==> src/rtl/testport_if.sv <==
// Signal bundle between the result source, the frame controller and the D-side
// write bus of the test-port writer. "master" is the writer, "slave" its environment.
interface testport_if;
  logic        start;
  logic        in_valid;
  logic [31:0] in_data;
  logic        in_ready;
  logic        stall;
  logic [29:0] addr;
  logic [31:0] data;
  logic        wen;
  logic        busy;
  logic        done;
  logic [9:0]  word_cnt;

  modport master (
    input  start, in_valid, in_data, stall,
    output in_ready, addr, data, wen, busy, done, word_cnt
  );

  modport slave (
    output start, in_valid, in_data, stall,
    input  in_ready, addr, data, wen, busy, done, word_cnt
  );
endinterface

==> src/rtl/testport_writer.sv <==
// Test-port frame writer: BEGIN_SYM, NUM_WORDS buffered result words, END_SYM as
// byte-swapped writes to TEST_PORT. Define TESTPORT_CHECKSUM_EN to add a checksum word before END.
module testport_writer #(
  parameter logic [29:0] TEST_PORT  = 30'h3FF,
  parameter logic [31:0] BEGIN_SYM  = 32'h00000168,
  parameter logic [31:0] END_SYM    = 32'hFFFFFD5D,
  parameter int          NUM_WORDS  = 160,
  parameter int          FIFO_DEPTH = 4
) (
  input  logic       clk,
  input  logic       rst,
  testport_if.master bus
);

  localparam int         AW          = (FIFO_DEPTH > 1) ? $clog2(FIFO_DEPTH) : 1;
  localparam logic [AW:0] PTR_ONE    = {{AW{1'b0}}, 1'b1};
  localparam logic [9:0] NUM_WORDS_C = 10'(NUM_WORDS);

  typedef enum logic [2:0] {
    S_IDLE  = 3'd0,
    S_BEGIN = 3'd1,
    S_GAP   = 3'd2,
    S_DATA  = 3'd3,
    S_END   = 3'd4,
    S_DONE  = 3'd5
`ifdef TESTPORT_CHECKSUM_EN
    , S_CSUM = 3'd6
`endif
  } state_t;

  function automatic logic [31:0] bswap(input logic [31:0] w);
    return {w[7:0], w[15:8], w[23:16], w[31:24]};
  endfunction

  function automatic logic is_write(input state_t s);
    logic w;
    case (s)
      S_BEGIN, S_DATA, S_END: w = 1'b1;
`ifdef TESTPORT_CHECKSUM_EN
      S_CSUM:                 w = 1'b1;
`endif
      default:                w = 1'b0;
    endcase
    return w;
  endfunction

  state_t      state_r;
  state_t      next_state_s;

  logic [31:0] fifo_mem_r [FIFO_DEPTH];
  logic [AW:0] wr_ptr_r;
  logic [AW:0] rd_ptr_r;
  logic        fifo_empty_s;
  logic        fifo_full_s;
  logic [31:0] fifo_head_s;
  logic        push_s;
  logic        pop_s;
  logic        start_s;
  logic        accept_s;

  logic [29:0] addr_r;
  logic [31:0] data_r;
  logic        wen_r;
  logic        busy_r;
  logic        done_r;
  logic [9:0]  word_cnt_r;

`ifdef TESTPORT_CHECKSUM_EN
  logic [31:0] csum_r;
  logic        csum_sent_r;
`endif

  assign bus.in_ready = ~fifo_full_s & busy_r;
  assign bus.addr     = addr_r;
  assign bus.data     = data_r;
  assign bus.wen      = wen_r;
  assign bus.busy     = busy_r;
  assign bus.done     = done_r;
  assign bus.word_cnt = word_cnt_r;

  // FIFO status: full is judged on the registered pointers only, so a same-cycle pop never frees a slot.
  always_comb begin
    fifo_empty_s = (wr_ptr_r == rd_ptr_r);
    fifo_full_s  = (wr_ptr_r[AW] != rd_ptr_r[AW]) &&
                   (wr_ptr_r[AW-1:0] == rd_ptr_r[AW-1:0]);
    fifo_head_s  = fifo_mem_r[rd_ptr_r[AW-1:0]];
    push_s       = bus.in_valid & ~fifo_full_s & busy_r;
  end

  // FIFO storage
  always_ff @(posedge clk) begin
    if (push_s) begin
      fifo_mem_r[wr_ptr_r[AW-1:0]] <= bus.in_data;
    end
  end

  // FIFO pointers; a new frame discards anything left over from the last one
  always_ff @(posedge clk or negedge rst) begin
    if (!rst) begin
      wr_ptr_r <= '0;
      rd_ptr_r <= '0;
    end else if (start_s) begin
      wr_ptr_r <= '0;
      rd_ptr_r <= '0;
    end else begin
      if (push_s) begin
        wr_ptr_r <= wr_ptr_r + PTR_ONE;
      end
      if (pop_s) begin
        rd_ptr_r <= rd_ptr_r + PTR_ONE;
      end
    end
  end

  // Next-state logic; the FIFO pop is issued on the GAP -> DATA transition
  always_comb begin
    next_state_s = state_r;
    pop_s        = 1'b0;
    start_s      = 1'b0;
    accept_s     = wen_r & ~bus.stall;
    case (state_r)
      S_IDLE, S_DONE: begin
        if (bus.start) begin
          next_state_s = S_BEGIN;
          start_s      = 1'b1;
        end else begin
          next_state_s = state_r;
        end
      end
      S_BEGIN, S_DATA: begin
        if (accept_s) begin
          next_state_s = S_GAP;
        end else begin
          next_state_s = state_r;
        end
      end
      S_GAP: begin
        if (word_cnt_r == NUM_WORDS_C) begin
`ifdef TESTPORT_CHECKSUM_EN
          if (csum_sent_r) begin
            next_state_s = S_END;
          end else begin
            next_state_s = S_CSUM;
          end
`else
          next_state_s = S_END;
`endif
        end else if ((word_cnt_r < NUM_WORDS_C) && !fifo_empty_s) begin
          next_state_s = S_DATA;
          pop_s        = 1'b1;
        end else begin
          next_state_s = S_GAP;
        end
      end
`ifdef TESTPORT_CHECKSUM_EN
      S_CSUM: begin
        if (accept_s) begin
          next_state_s = S_GAP;
        end else begin
          next_state_s = S_CSUM;
        end
      end
`endif
      S_END: begin
        if (accept_s) begin
          next_state_s = S_DONE;
        end else begin
          next_state_s = S_END;
        end
      end
      default: begin
        next_state_s = S_IDLE;
      end
    endcase
  end

  // State and bus registers; addr/data load only on entry to a write state, so a stall holds them
  always_ff @(posedge clk or negedge rst) begin
    if (!rst) begin
      state_r <= S_IDLE;
      wen_r   <= 1'b0;
      addr_r  <= 30'd0;
      data_r  <= 32'd0;
    end else begin
      state_r <= next_state_s;
      wen_r   <= is_write(next_state_s);
      if (next_state_s != state_r) begin
        case (next_state_s)
          S_BEGIN: begin
            addr_r <= TEST_PORT;
            data_r <= bswap(BEGIN_SYM);
          end
          S_DATA: begin
            addr_r <= TEST_PORT;
            data_r <= bswap(fifo_head_s);
          end
`ifdef TESTPORT_CHECKSUM_EN
          S_CSUM: begin
            addr_r <= TEST_PORT;
            data_r <= bswap(csum_r);
          end
`endif
          S_END: begin
            addr_r <= TEST_PORT;
            data_r <= bswap(END_SYM);
          end
          default: begin
            addr_r <= addr_r;
            data_r <= data_r;
          end
        endcase
      end
    end
  end

  // Frame status: busy/done levels and the count of data words the bus has taken
  always_ff @(posedge clk or negedge rst) begin
    if (!rst) begin
      busy_r     <= 1'b0;
      done_r     <= 1'b0;
      word_cnt_r <= 10'd0;
    end else if (start_s) begin
      busy_r     <= 1'b1;
      done_r     <= 1'b0;
      word_cnt_r <= 10'd0;
    end else begin
      if ((state_r == S_DATA) && accept_s) begin
        word_cnt_r <= word_cnt_r + 10'd1;
      end
      if ((state_r == S_END) && accept_s) begin
        busy_r <= 1'b0;
        done_r <= 1'b1;
      end
    end
  end

`ifdef TESTPORT_CHECKSUM_EN
  // Running sum of readable-order words, taken as each word leaves the FIFO
  always_ff @(posedge clk or negedge rst) begin
    if (!rst) begin
      csum_r      <= 32'd0;
      csum_sent_r <= 1'b0;
    end else if (start_s) begin
      csum_r      <= 32'd0;
      csum_sent_r <= 1'b0;
    end else begin
      if (pop_s) begin
        csum_r <= csum_r + fifo_head_s;
      end
      if ((state_r == S_CSUM) && accept_s) begin
        csum_sent_r <= 1'b1;
      end
    end
  end
`endif

endmodule

==> src/flat_wrapper.sv <==
// flat-port wrapper written by rule: the top's interface ports become plain ports
module testport_writer_flat 
#(
  parameter logic [29:0] TEST_PORT  = 30'h3FF,
  parameter logic [31:0] BEGIN_SYM  = 32'h00000168,
  parameter logic [31:0] END_SYM    = 32'hFFFFFD5D,
  parameter int          NUM_WORDS  = 160,
  parameter int          FIFO_DEPTH = 4
)
  (clk, rst, bus_start, bus_in_valid, bus_in_data, bus_stall, bus_in_ready, bus_addr, bus_data, bus_wen, bus_busy, bus_done, bus_word_cnt);
  testport_if bus_i ();
  input  logic clk;
  input  logic rst;
  input wire logic [$bits(bus_i.start)-1:0] bus_start;
  input wire logic [$bits(bus_i.in_valid)-1:0] bus_in_valid;
  input wire logic [$bits(bus_i.in_data)-1:0] bus_in_data;
  input wire logic [$bits(bus_i.stall)-1:0] bus_stall;
  output wire logic [$bits(bus_i.in_ready)-1:0] bus_in_ready;
  output wire logic [$bits(bus_i.addr)-1:0] bus_addr;
  output wire logic [$bits(bus_i.data)-1:0] bus_data;
  output wire logic [$bits(bus_i.wen)-1:0] bus_wen;
  output wire logic [$bits(bus_i.busy)-1:0] bus_busy;
  output wire logic [$bits(bus_i.done)-1:0] bus_done;
  output wire logic [$bits(bus_i.word_cnt)-1:0] bus_word_cnt;
  assign bus_i.start = bus_start;
  assign bus_i.in_valid = bus_in_valid;
  assign bus_i.in_data = bus_in_data;
  assign bus_i.stall = bus_stall;
  assign bus_in_ready = bus_i.in_ready;
  assign bus_addr = bus_i.addr;
  assign bus_data = bus_i.data;
  assign bus_wen = bus_i.wen;
  assign bus_busy = bus_i.busy;
  assign bus_done = bus_i.done;
  assign bus_word_cnt = bus_i.word_cnt;
  testport_writer #(.TEST_PORT(TEST_PORT), .BEGIN_SYM(BEGIN_SYM), .END_SYM(END_SYM), .NUM_WORDS(NUM_WORDS), .FIFO_DEPTH(FIFO_DEPTH)) u_core (.clk(clk), .rst(rst), .bus(bus_i));
endmodule
==> config.mk <==
export PLATFORM = sky130hd
export DESIGN_NAME = testport_writer_flat
export DESIGN_NICKNAME = d
export VERILOG_FILES = /design/src/rtl/testport_if.sv /design/src/rtl/testport_writer.sv /design/src/flat_wrapper.sv
export SDC_FILE = /design/constraint.sdc
export NUM_CORES = 1
export LEC_CHECK = 0
export ABC_AREA = 1
export CAP_MARGIN = 0
export CORE_MARGIN = 10
export CORE_UTILIZATION = 49
export DETAILED_ROUTE_END_ITERATION = 10
export GPL_TIMING_DRIVEN = 0
export PLACE_DENSITY = 0.76
export SLEW_MARGIN = 0
export SYNTH_ARGS = -nofsm -noshare
export SYNTH_HDL_FRONTEND = slang
export SYNTH_SLANG_ARGS = --single-unit
==> constraint.sdc <==
create_clock -name clk -period 2.52 [get_ports clk]
set_input_delay 0.252 -clock clk [delete_from_list [all_inputs] [get_ports clk]]
set_output_delay 0.252 -clock clk [all_outputs]
set_load 0.05 [all_outputs]
# Word level (Yosys, flattened, before mapping)
# Memories as Yosys holds them, arrays and structs flattened.
# Index checks and enable logic that the tools add are counted.
[op_classes]
n_addsub = 3
order_cmp = 1
n_eq_ne = 13
muxes = 25
bitwise = 6
reduce_logical = 16
[ops]
columns = ["cell", "n"]
rows = [
  ["$pmux W32 S3", 1],
  ["$mux W3", 7],
  ["$mux W10", 2],
  ["$mux W1", 14],
  ["$pmux W3 S4", 1],
  ["$add A10 B1 Y10 const B", 1],
  ["$eq A10 B8 Y1 const B", 1],
  ["$lt A10 B8 Y1 const B", 1],
  ["$eq A3 B2 Y1 const B", 3],
  ["$eq A3 B3 Y1 const B", 3],
  ["$reduce_bool A2 Y1", 4],
  ["$add A3 B1 Y3 const B", 2],
  ["$eq A3 B1 Y1 const B", 2],
  ["$and A1 B1 Y1", 4],
  ["$logic_and A1 B1 Y1", 4],
  ["$reduce_and A2 Y1", 2],
  ["$reduce_or A2 Y1", 2],
  ["$eq A3 B3 Y1", 1],
  ["$logic_not A3 Y1", 1],
  ["$ne A3 B3 Y1", 1],
  ["$reduce_bool A3 Y1", 1],
  ["$reduce_or A3 Y1", 1],
  ["$eq A2 B2 Y1", 1],
  ["$not A1 Y1", 2],
  ["2 further kinds", 2],
]
[word_totals]
ff_bits = 55
mem_bits_rw = 128
in_bits = 37
wordCells = 74
n_memories = 1
[mem_list]
columns = ["memory", "depth", "word_bits", "read_ports", "rd_ports_with_merged_regs", "write_ports", "line_no", "text"]
rows = [
  ["u_core.fifo_mem_r", 4, 32, 1, 0, 1, "testport_writer.sv:50", "logic [31:0] fifo_mem_r [FIFO_DEPTH];"],
]

# Longest topological paths before layout
[depth]
depth_word = 9
depth_mapped = 14
ltp_nobuf = 13

# Worst setup path before layout
# No wires, ideal clock.
[synth_path]
kind = "register -> register"
startpoint = "register u_core.busy_r (netlist: u_core.bus.busy)"
endpoint = "memory u_core.fifo_mem_r[3][0] (enable)"
setup_time_ns = 0.424
arrival_time_ns = 2.771
required_ns = 2.096
slack_ns = -0.674
path_stages_with_launch = 5
n_path_buf = 0
cell_sequence = "dfrtp_1 o21ai_0 inv_1 nand2_1 nor2_1"
[synth_via]
elab_chain_len = 3
[synth_rtl]
columns = ["item", "line_no", "text"]
rows = [
  ["from (decl)", "testport_writer.sv:64", "logic busy_r;"],
  ["from (signal assigned)", "testport_writer.sv:219", "busy_r <= 1'b0;"],
  ["from (signal assigned)", "testport_writer.sv:223", "busy_r <= 1'b1;"],
  ["from (signal assigned)", "testport_writer.sv:231", "busy_r <= 1'b0;"],
  ["$and A1 B1 Y1", "testport_writer.sv:87", "push_s = bus.in_valid & ~fifo_full_s & busy_r;"],
  ["$mux W1", "testport_writer.sv:92", "if (push_s) begin"],
  ["$mux W1 (implied by the code)", "testport_writer.sv:93", "fifo_mem_r[wr_ptr_r[AW-1:0]] <= bus.in_data;"],
  ["to (decl)", "testport_writer.sv:50", ""],
]
# No other way between the ends.

# Worst setup path after layout
[layout_path]
startpoint = "register u_core.rd_ptr_r[0]"
endpoint = "register u_core.data_r[8] (netlist: u_core.bus.data[8])"
[layout_via]
elab_chain_len = 9
word_cells_on_any_way = 14
classes_between = "eq/ne: 5; mux: 4; reduce/logical: 4; memory: 1"
[layout_rtl]
columns = ["item", "line_no", "text"]
rows = [
  ["from (decl)", "testport_writer.sv:52", "logic [AW:0] rd_ptr_r;"],
  ["from (signal assigned)", "testport_writer.sv:110", "rd_ptr_r <= rd_ptr_r + PTR_ONE;"],
  ["$eq A3 B3 Y1", "testport_writer.sv:83", "fifo_empty_s = (wr_ptr_r == rd_ptr_r);"],
  ["$logic_not A1 Y1", "testport_writer.sv:148", "end else if ((word_cnt_r < NUM_WORDS_C) && !fifo_empty_s) begin"],
  ["$logic_and A1 B1 Y1", "testport_writer.sv:148", ""],
  ["$mux W1", "testport_writer.sv:148", ""],
  ["$mux W3", "testport_writer.sv:138", "if (word_cnt_r == NUM_WORDS_C) begin"],
  ["$pmux W3 S4", "testport_writer.sv:121", "case (state_r)"],
  ["$eq A3 B1 Y1, or another cell as far along", "testport_writer.sv:188", "case (next_state_s)"],
  ["$reduce_bool A3 Y1 (no line)", "-", ""],
  ["$reduce_and A2 Y1 (no line)", "-", ""],
  ["to (signal assigned)", "testport_writer.sv:191", "data_r <= bswap(BEGIN_SYM);"],
  ["to (signal assigned)", "testport_writer.sv:195", "data_r <= bswap(fifo_head_s);"],
  ["to (signal assigned)", "testport_writer.sv:205", "data_r <= bswap(END_SYM);"],
  ["to (decl)", "testport_writer.sv:62", "logic [31:0] data_r;"],
]
# Several ways; a longest one is shown, not always the timed one.
# A chain may end at the register's enable or synchronous reset.

==> summary.txt <==
Run status
  • Status: complete, no violations

Global routing
  • Vias in the first global route: 5626
  • Total Routing Usage GR: 16.9%
  • Total gr overflow: 0
  • Pin count of the biggest net entering global routing: 41
  • Global-route wire length before repair: 29000 um
  • Initial antenna violation count: 0

Synthesis
  • Library cells used by synthesis: 27
  • Async set-reset flop share out of synthesis: 30.1%
  • Sequential area share after synthesis: 66.3%
  • Share of the synthesized area in the top cell type: 48.9%
  • Synth Cell Area: 7870 sq um
  • Syn. warnings: 0
  • Syn Area/Cell: 10.7 sq um
  • Dominant synthesized flop cell: edfxtp_1
  • Synth area leaders: edfxtp_1 (49%), dfrtp_1 (17%), nand2_1 (6.2%)
  • Leading area contributor after synthesis: edfxtp_1
  • Post-synth top cells: nand2_1 (129), edfxtp_1 (128), nor2_1 (93)
  • Count leader, synth: nand2_1
  • Yosys reg bits: 183
  • Post-synth EDFFs: 128
  • Mapped Cells: 733

STA
  • Fin crit period: 2.30 ns
  • Final hold violation count: 0
  • Slew HR: 60.8%
  • Max Slew Vio Count: 0
  • Max frequency: 434 MHz
  • Fin crit share: 91.4%
  • Worst-margin pin slew: 0.588 ns
  • Endpoints failing setup: 0
  • Final worst setup slack: 0.216 ns
  • Clock Skew: 0.00816 ns
  • Unrepaired setup endpoints after global routing: no

Power
  • Peak VDD IR: 0.000640 V
  • P_leak: 4.14 nW
  • Total power: 11.9 mW
  • PwrDens: 1200 nW/um^2

Floorplanning
  • Die Height: 147 um
  • Full die area: 21500 sq um
  • Starting Density: 49.7%
  • Die Wd: 147 um
  • Rows: 46
  • Ports: 113
  • Core footprint: 15800 sq um

Route
  • Vias: 5711
  • Via density: 5.17
  • Initial drt markers: 537
  • Routed len/inst: 16.7 um
  • Final wirelength: 18500 um
  • Post-route DRC violation count: 0
  • DRT Pass-1 Iters: 7
  • Final antenna-violating net count: 0

Setup path
  • Worst-path maximum fanout: 10
  • Worst setup path category: flip-flop to flip-flop
  • Startpoint Class: flip-flop
  • CP Data Required Time: 2.89 ns
  • CP Capture Type: flip-flop
  • Worst Path Arrival: 2.67 ns

Final layout
  • N_diodes: 0
  • Area Growth Syn to Fin: 26.6%
  • Design area: 9960 sq um
  • Fin util: 62.9%
  • Share of layout cells above drive strength 1: 12.0%
  • # fillers: 1227
  • Non-Filler Instances: 1104
  • Fin nets: 919

Placement
  • Pre-CTS setup slack: 0.113 ns
  • DP Wirelength: 12900 um
  • Placer's final routability congestion estimate: 0.836
  • Placed cell area: 9290 sq um
  • I/O Buffers: 92
  • Dpl cells: 1065

Clock tree
  • CTS H-tree lvls: 4
  • Clk sinks: 183
  • Clock Tree Buf Depth: 2
  • Clk slew on worst S/H paths: 0.07 ns
  • Clock Latency Late Sink: 0.43 ns
  • Root Buffer: clkbuf_16
  • Total CTS buffers: 17
  • CTS tree: yes

Hold path
  • Hold Crit Class: input port to async pin

Flow run
  • Max_cap viols: 0
-- cell families after synthesis --
group | synth area share [%]
other | 0.0477
adder cells (fa/ha/maj) | 1.11
AO/OA/AOI/OAI | 8.38
buffers and inverters | 7.09
flip-flops | 66.3
AND/OR/NAND/NOR | 17.0
-- layer usage --
metal	global-route usage, %	up-vias	wire [um]
li1	-	2770	-
met4	7.46	0	299
met5	0	-	0
met2	27.5	274	8880
met3	5.28	26	1810
met1	20.3	2641	7490
-- report_power, final --
group	switching (mW)	internal (mW)
Clock	1.21	1.33
Combinational	3.52	1.68
Sequential	0.275	3.92
Total	5.01	6.93
-- repair_timing --
action	4_1_cts	5_1_grt
gates resized for setup	1	4
endpoints found under the hold margin	15	0
pin swaps	0	3
setup buffers	0	6
hold buffers	1	0
setup endpoints to repair	1	76
gates cloned	0	0
-- stage by stage --
stage / setup TNS [ns] / hold WS (ns)
finish: 0 / 0.283
global route: 0 / 0.308
CTS: 0 / 0.287
detailed placement: 0 / 0.197
global placement: -96.49 / 0.456
floorplan: -20.74 / -0.0436
-- state kept, by name, summed over array words and instances, names as in the netlist --
register / count
u_core.bus.word_cnt: 10
u_core.bus.done: 1
u_core.state_r: 3
u_core.bus.data: 32
u_core.bus.addr: 1
u_core.rd_ptr_r: 3
u_core.bus.wen: 1
u_core.fifo_mem_r: 128
u_core.wr_ptr_r: 3
u_core.bus.busy: 1
-- layout make-up --
type                    count  area, sq um  share of cell area [%]
plain buffers              67          418                    4.19
clock buffers              18          439                    4.41
clock inverters            14          131                    1.32
inverters                  38          143                    1.43
multi-input cells         464         2190                    22.0
flip-flops and latches    183         5220                    52.4
well taps                 216          270                    2.71
repair buffers            104         1150                    11.5
-- cell usage in the layout, fill, tap and decap left out, types with 5 or more instances in the layout --
master,instances
nand2_1,129
edfxtp_1,128
clkdlybuf4s50_1,90
nor2_1,89
nand3_1,78
o21ai_0,78
dfrtp_1,55
buf_4,37
inv_1,36
o22ai_1,26
conb_1,20
clkbuf_1,19
clkbuf_16,17
a21oi_1,13
buf_2,9
ha_1,7
clkinv_4,5
buf_12,5
-- critical path, cell delays in order (launching register included) --
cell,delay [ns]
dfrtp_1,0.42
inv_1,0.20
clkbuf_1,0.43
clkbuf_1,0.50
nor2_1,0.08
o22ai_1,0.27
nand3_1,0.11
nand2_1,0.06
nand3_1,0.07
nand2_1,0.08
-- final timing paths --
kind                                            startpoint                                 end  slack [ns]  depth (start not counted)
max                         u_core.rd_ptr_r[0]$_DFFE_PN0P_      u_core.bus.data[8]$_DFFE_PN0P_        0.22                          9
min                                                    rst  u_core.bus.word_cnt[6]$_DFFE_PN0P_        0.28                          2
max reg2reg                 u_core.rd_ptr_r[0]$_DFFE_PN0P_      u_core.bus.data[8]$_DFFE_PN0P_        0.22                          9
min reg2reg                u_core.bus.data[12]$_DFFE_PN0P_     u_core.bus.data[12]$_DFFE_PN0P_        0.47                          2
max in group asynchronous                              rst      u_core.bus.data[4]$_DFFE_PN0P_        1.69                          3
min in group clk                           bus_in_data[12]  u_core.fifo_mem_r[1][12]$_DFFE_PP_        0.45                          1
Note: power is estimated with default switching activity, not from simulation.
